==> src/rtl/reg_file_pkg.sv <==
// ---------------------------------------------------------------------------
// reg_file_pkg
//
// Purpose: shared definitions for the multi-read-port register file used in
//          the pipeline decode stage.
//
// Contents:
//   RF_DATA_W  - default register width in bits
//   RF_ADDR_W  - default address width (depth = 2**RF_ADDR_W)
//   RF_MAX_RD  - largest supported number of read ports
//   rf_state_e - scrub sequencer state encoding (RF_SCRUB / RF_READY)
//   rfDepth()  - helper turning an address width into an entry count
// ---------------------------------------------------------------------------
package reg_file_pkg;

    localparam int RF_DATA_W = 32;
    localparam int RF_ADDR_W = 5;
    localparam int RF_MAX_RD = 4;

    // The file is either clearing itself or serving the pipeline.
    typedef enum logic {
        RF_SCRUB = 1'b0,
        RF_READY = 1'b1
    } rf_state_e;

    function automatic int rfDepth(input int addrW);
        return 1 << addrW;
    endfunction

endpackage : reg_file_pkg

==> src/rtl/rf_scrub_seq.sv <==
// ---------------------------------------------------------------------------
// rf_scrub_seq
//
// Purpose: scrub sequencer for reg_file_mp. Owns the service state and the
//          entry index that walks the storage array writing zeros after
//          reset or on a clear request.
//
// Ports:
//   clk        in   clock, all state changes on the rising edge
//   reset_n    in   asynchronous active-low reset
//   clr        in   one-cycle request to start a scrub (honoured in READY)
//   scrub_we   out  1 while the sequencer owns the storage write port
//   scrub_addr out  entry being cleared this cycle
//   ready      out  registered: 1 when the file is in service
// ---------------------------------------------------------------------------
module rf_scrub_seq
    import reg_file_pkg::*;
#(
    parameter int ADDR_W = RF_ADDR_W
) (
    input  logic              clk,
    input  logic              reset_n,
    input  logic              clr,
    output logic              scrub_we,
    output logic [ADDR_W-1:0] scrub_addr,
    output logic              ready
);

    // Last entry of the array; reaching it ends the scrub, so the index
    // never needs to wrap.
    localparam logic [ADDR_W-1:0] LAST_IDX = {ADDR_W{1'b1}};

    rf_state_e         state_q;
    logic [ADDR_W-1:0] idx_q;
    logic [ADDR_W-1:0] idx_d;
    logic              ready_q;

    // Next scrub index.
    always_comb begin
        idx_d = idx_q + ADDR_W'(1);
    end

    // Service state machine: SCRUB clears one entry per cycle for exactly
    // DEPTH cycles, READY waits for a clear request. ready is kept as its
    // own flop so the output is glitch-free and matches the state exactly.
    always_ff @(posedge clk or negedge reset_n) begin
        if (!reset_n) begin
            state_q <= RF_SCRUB;
            idx_q   <= '0;
            ready_q <= 1'b0;
        end else if (state_q == RF_SCRUB) begin
            if (idx_q == LAST_IDX) begin
                state_q <= RF_READY;
                idx_q   <= '0;
                ready_q <= 1'b1;
            end else begin
                idx_q <= idx_d;
            end
        end else begin
            if (clr) begin
                state_q <= RF_SCRUB;
                idx_q   <= '0;
                ready_q <= 1'b0;
            end
        end
    end

    assign scrub_we   = (state_q == RF_SCRUB);
    assign scrub_addr = idx_q;
    assign ready      = ready_q;

endmodule : rf_scrub_seq

==> src/rtl/reg_file_mp.sv <==
// ---------------------------------------------------------------------------
// reg_file_mp
//
// Purpose: parametrised register file for the decode stage with NUM_RD
//          registered read ports, one write port, an optional hardwired-zero
//          entry 0 and a built-in scrub that clears every entry after reset
//          or on a clr pulse.
//
// Build option:
//   REG_FILE_BYPASS_EN - when defined, a read of the entry being written on
//                        the same edge returns the new wdata; otherwise it
//                        returns the old contents.
//
// Ports:
//   clk      in   single clock, rising edge
//   reset_n  in   asynchronous active-low reset
//   clr      in   pulse that starts a scrub (also cancels a same-cycle write)
//   we       in   write enable
//   waddr    in   write address
//   wdata    in   write data
//   raddr    in   packed read addresses, port k at [k*ADDR_W +: ADDR_W]
//   rdata    out  packed registered read data, port k at [k*DATA_W +: DATA_W]
//   ready    out  1 in service, 0 while scrubbing
// ---------------------------------------------------------------------------
module reg_file_mp
    import reg_file_pkg::*;
#(
    parameter int DATA_W   = RF_DATA_W,
    parameter int ADDR_W   = RF_ADDR_W,
    parameter int NUM_RD   = 2,
    parameter int ZERO_REG = 1
) (
    input  logic                     clk,
    input  logic                     reset_n,
    input  logic                     clr,
    input  logic                     we,
    input  logic [ADDR_W-1:0]        waddr,
    input  logic [DATA_W-1:0]        wdata,
    input  logic [NUM_RD*ADDR_W-1:0] raddr,
    output logic [NUM_RD*DATA_W-1:0] rdata,
    output logic                     ready
);

    localparam int DEPTH = rfDepth(ADDR_W);

    logic              scrubWe;
    logic [ADDR_W-1:0] scrubAddr;
    logic              userWr;
    logic              memWe;
    logic [ADDR_W-1:0] memAddr;
    logic [DATA_W-1:0] memWdata;

    logic [DATA_W-1:0] mem_q [DEPTH];

    rf_scrub_seq #(
        .ADDR_W (ADDR_W)
    ) u_scrub (
        .clk        (clk),
        .reset_n    (reset_n),
        .clr        (clr),
        .scrub_we   (scrubWe),
        .scrub_addr (scrubAddr),
        .ready      (ready)
    );

    // A pipeline write lands only in service, loses to a same-cycle clr,
    // and is dropped when it targets the hardwired-zero entry.
    always_comb begin
        userWr = ready && we && !clr;
        if ((ZERO_REG != 0) && (waddr == '0)) begin
            userWr = 1'b0;
        end
    end

    // The scrub sequencer takes over the single write port while active.
    always_comb begin
        memWe    = scrubWe || userWr;
        memAddr  = waddr;
        memWdata = wdata;
        if (scrubWe) begin
            memAddr  = scrubAddr;
            memWdata = '0;
        end
    end

    // Storage is deliberately not reset; the scrub sequencer clears it.
    always_ff @(posedge clk) begin
        if (memWe) begin
            mem_q[memAddr] <= memWdata;
        end
    end

    // One registered read port per requested port.
    for (genvar k = 0; k < NUM_RD; k++) begin : g_rd
        logic [ADDR_W-1:0] rdAddr;
        logic [DATA_W-1:0] rdata_q;

        assign rdAddr = raddr[k*ADDR_W +: ADDR_W];

        // Priority: scrub forces 0, then the zero entry, then (optionally)
        // forwarding of a same-edge write, then the stored value.
        always_ff @(posedge clk or negedge reset_n) begin
            if (!reset_n) begin
                rdata_q <= '0;
            end else if (!ready) begin
                rdata_q <= '0;
            end else if ((ZERO_REG != 0) && (rdAddr == '0)) begin
                rdata_q <= '0;
`ifdef REG_FILE_BYPASS_EN
            end else if (userWr && (rdAddr == waddr)) begin
                rdata_q <= wdata;
`endif
            end else begin
                rdata_q <= mem_q[rdAddr];
            end
        end

        assign rdata[k*DATA_W +: DATA_W] = rdata_q;
    end

endmodule : reg_file_mp
==> config.mk <==
export PLATFORM = sky130hd
export DESIGN_NAME = reg_file_mp
export DESIGN_NICKNAME = d
export VERILOG_FILES = /design/src/rtl/reg_file_pkg.sv /design/src/rtl/rf_scrub_seq.sv /design/src/rtl/reg_file_mp.sv
export SDC_FILE = /design/constraint.sdc
export NUM_CORES = 1
export LEC_CHECK = 0
export BUFFER_PORTS_ARGS = -buffer_cell sky130_fd_sc_hd__buf_2
export CAP_MARGIN = 10
export CORE_MARGIN = 4
export CORE_UTILIZATION = 25
export CTS_CLUSTER_DIAMETER = 60
export DETAILED_ROUTE_END_ITERATION = 8
export GPL_TIMING_DRIVEN = 0
export PLACE_DENSITY = 0.48
export SLEW_MARGIN = 15
export SYNTH_ARGS = -nofsm -noshare
export SYNTH_HDL_FRONTEND = slang
export SYNTH_SLANG_ARGS = --single-unit
==> constraint.sdc <==
create_clock -name clk -period 3.6 [get_ports clk]
set_input_delay 0.36 -clock clk [delete_from_list [all_inputs] [get_ports clk]]
set_output_delay 0.36 -clock clk [all_outputs]
set_load 0.05 [all_outputs]
==> results.json <==
{
  "met2_usage": 0.2711,
  "ys_types": 50,
  "yosysWarnings": 0,
  "crit_start": "u_scrub.ready$_DFFE_PN0P_",
  "leakagePower_uw": 0.02046,
  "yosysTopAreaCellShare": 0.6117,
  "layout_commonest_cell": "edfxtp_1",
  "synth-edff-count": 994,
  "vias_per_cell": 5.230,
  "numCtsBuffers": 132,
  "grt_use_met3": 0.02694,
  "cp_slowest_cell": "clkbuf_1",
  "stdcell_area_mm2": 0.05822,
  "cp.arrival_ns": 3.98,
  "cpMostUsedCell": "clkbuf_1",
  "start_util": 0.2523,
  "path_clk_slew_ns": 0.06,
  "cts-root-buf": "clkbuf_16",
  "portBuffers": 114,
  "p_per_area_mw_per_mm2": 608.2,
  "fin_util": 0.3010,
  "critPathRequiredTime_ns": 4.23,
  "fillers": 19190,
  "grt_max_degree": 42,
  "timing.rr.start": "u_scrub.ready$_DFFE_PN0P_",
  "setup_ws_ns": 0.2541,
  "cts_buffer_depth": 3,
  "use_met1": 0.2364,
  "numClockSinks": 1065,
  "syn_inst": 2933,
  "die-area_mm2": 0.2023,
  "placed_cells": 5625,
  "slowest_delay_ns": 0.63,
  "worstMarginPinSlew_ns": 1.213,
  "postSynth.asyncResetShare": 0.06667,
  "final_cell_mix": "994 x edfxtp_1, 575 x mux2i_1, 212 x buf_2",
  "hpwl_mm": 127.8,
  "period_needed_ns": 3.346,
  "hold_violations": 0,
  "cts_setup_buffers": 0,
  "wl_per_cell_um": 30.45,
  "grtUsageTotal": 0.1718,
  "hold_path.class": "in2async",
  "cts_tree": "yes",
  "fin_setup_tns_ns": 0,
  "final_antenna_net_count": 0,
  "synth_area_per_cell_um2": 16.64,
  "crit_path_max_fanout": 10,
  "post_dp_cell_area_mm2": 0.05394,
  "grt_pass1_wl_mm": 245.8,
  "firstDrtPassIters": 6,
  "drt-initial-drc-count": 3635,
  "worstPathCellList": "buf_4 > and2_1 > nor2b_1 > clkbuf_1 > clkbuf_1 > a22oi_1 > nand4_1",
  "place_ws_ns": 0.01754,
  "yosysSeqAreaShare": 0.6482,
  "critical_path.top_delay_family": "buffers and inverters",
  "drc": 0,
  "synth_top_cell_by_area": "edfxtp_1",
  "syn_nets": 2986,
  "dieWidth_um": 449.8,
  "rsz0062_at_grt": "false",
  "finalNetCount": 3288,
  "ios": 116,
  "rows": 161,
  "vdd.ir_drop.worst_uv": 463.8,
  "period_share": 0.9294,
  "gr-total-overflow": 0,
  "dieHeight_um": 449.8,
  "stdcell_count": 5875,
  "synth_top_flop_cell": "edfxtp_1",
  "grt_antenna_before_repair": 15,
  "routabilityCongestion": 0.8269,
  "status": "finished clean",
  "critPathBufInv": 3,
  "slew_viol_final": 0,
  "crit_path_end_kind": "flip-flop",
  "path_class": "reg2reg",
  "netlist_area_mm2": 0.04879,
  "wl_mm": 178.9,
  "drive_gt1_frac": 0.2413,
  "syn_to_final_growth_pct": 19.32,
  "vias": 30730,
  "ys_ff_latch": 1065,
  "fmax_mhz": 298.9,
  "clock_latency_ns": 0.78,
  "synth_area_leaders": "edfxtp_1 61%, mux2i_1 12%, mux4_2 8.4%, dfrtp_1 3.6%, a22oi_1 2.9%",
  "gr-max-usage-layer": "met2",
  "core-area_mm2": 0.1934,
  "htreeDepth": 4,
  "timing.max_cap.violations": 0,
  "slew_headroom": 0.1916,
  "setup_viol": 0,
  "finClkSkew_ns": 0.04264,
  "startpoint_type": "flip-flop",
  "grt_pass1_vias": 30780
}
==> cells in the mapped netlist, types with 3 or more instances <==
cell type / instances
dfrtp_1: 71
mux4_1: 12
buf_1: 3
mux4_2: 181
inv_1: 9
mux2i_1: 575
o22ai_1: 192
or3b_2: 3
nor2b_1: 4
a22o_1: 3
nand2_1: 138
o32ai_1: 3
nor2_1: 41
o21ai_0: 38
a22oi_1: 189
a21oi_1: 8
buf_2: 99
and2_1: 36
o21ai_1: 26
a221oi_2: 58
nand3_1: 5
or3b_1: 4
edfxtp_1: 994
buf_4: 32
nand4_1: 63
a221oi_1: 4
nand3b_1: 6
buf_6: 25
clkbuf_1: 78
mux2_2: 3
nand2b_1: 4
==> report_power, final <==
group / internal, µW / switching [µW] / leakage (µW)
logic: 1860 / 4740 / 0.00820
clock network: 7620 / 5410 / 0.00206
registers: 15300 / 486 / 0.0102
total: 24800 / 10600 / 0.0205
==> worst register-to-register path, stage by stage, from the launching register on <==
cell,delay (ns)
dfrtp_1,0.35
buf_4,0.23
and2_1,0.60
nor2b_1,0.21
clkbuf_1,0.42
clkbuf_1,0.63
a22oi_1,0.40
nand4_1,0.36
==> cell families after synthesis <==
family | after synthesis | share of synthesized area
mux | 771 | 0.2087
compound gates | 531 | 0.08244
buf+inv | 247 | 0.02808
simple gates | 315 | 0.03180
fa+ha+maj | 2 | 0.0005128
flops | 1065 | 0.6482
xor+xnor | 2 | 0.0003591
==> metrics by stage <==
stage          total power (µW)  hold WS (ns)
4_1_cts                   35690       0.03188
5_1_grt                   36620       0.05602
2_1_floorplan             19470       0.06441
3_5_place_dp              22640        0.3015
3_3_place_gp              22120        0.5952
6_report                  35410       0.06047
==> path summary, 6_finish.rpt <==
check                                                    end  slack, ns  cells past startpoint
setup / recovery               g_rd[1].rdata_q[21]$_DFF_PN0_       0.25                      7
hold / removal                 g_rd[1].rdata_q[28]$_DFF_PN0_       0.06                      2
setup reg to reg               g_rd[1].rdata_q[21]$_DFF_PN0_       0.25                      7
hold reg to reg            u_scrub.scrub_addr[4]$_DFFE_PN0P_       0.61                      2
max in group asynchronous       g_rd[1].rdata_q[7]$_DFF_PN0_       2.88                      3
min in group clk                     mem_q[17][13]$_DFFE_PP_       0.31                      2
==> sequential cells by signal, summed over array words and instances, names as in the netlist <==
name                flops
mem_q                 994
u_scrub.scrub_addr      5
g_rd.rdata_q           64
u_scrub.state_q         1
u_scrub.ready           1
==> routing by layer <==
layer  routed length [µm]  up-vias
met5                    0        -
li1                     -    12810
met1                77510    16310
met3                11520      275
met2                82360     1328
met4                 7484        0
==> final cells by class <==
class | instances | area, µm² | area share
Inverter | 9 | 33.78 | 0.0005803
Clock buffer | 175 | 3662 | 0.06291
Multi-Input combinational cell | 1621 | 16060 | 0.2759
Buffer | 238 | 1338 | 0.02297
Tap cell | 2526 | 3161 | 0.05429
Antenna cell | 9 | 22.52 | 0.0003868
Timing Repair Buffer | 168 | 1758 | 0.03020
Sequential cell | 1065 | 31630 | 0.5432
Clock inverter | 64 | 558.0 | 0.009585
==> what timing repair did <==
action                                 in CTS  in global routing
hold buffers                                2                  0
endpoints found under the hold margin      75                  0
setup endpoints to repair                  78                 62
gates resized for setup                     4                  2
Note: power is estimated with default switching activity, not from simulation.
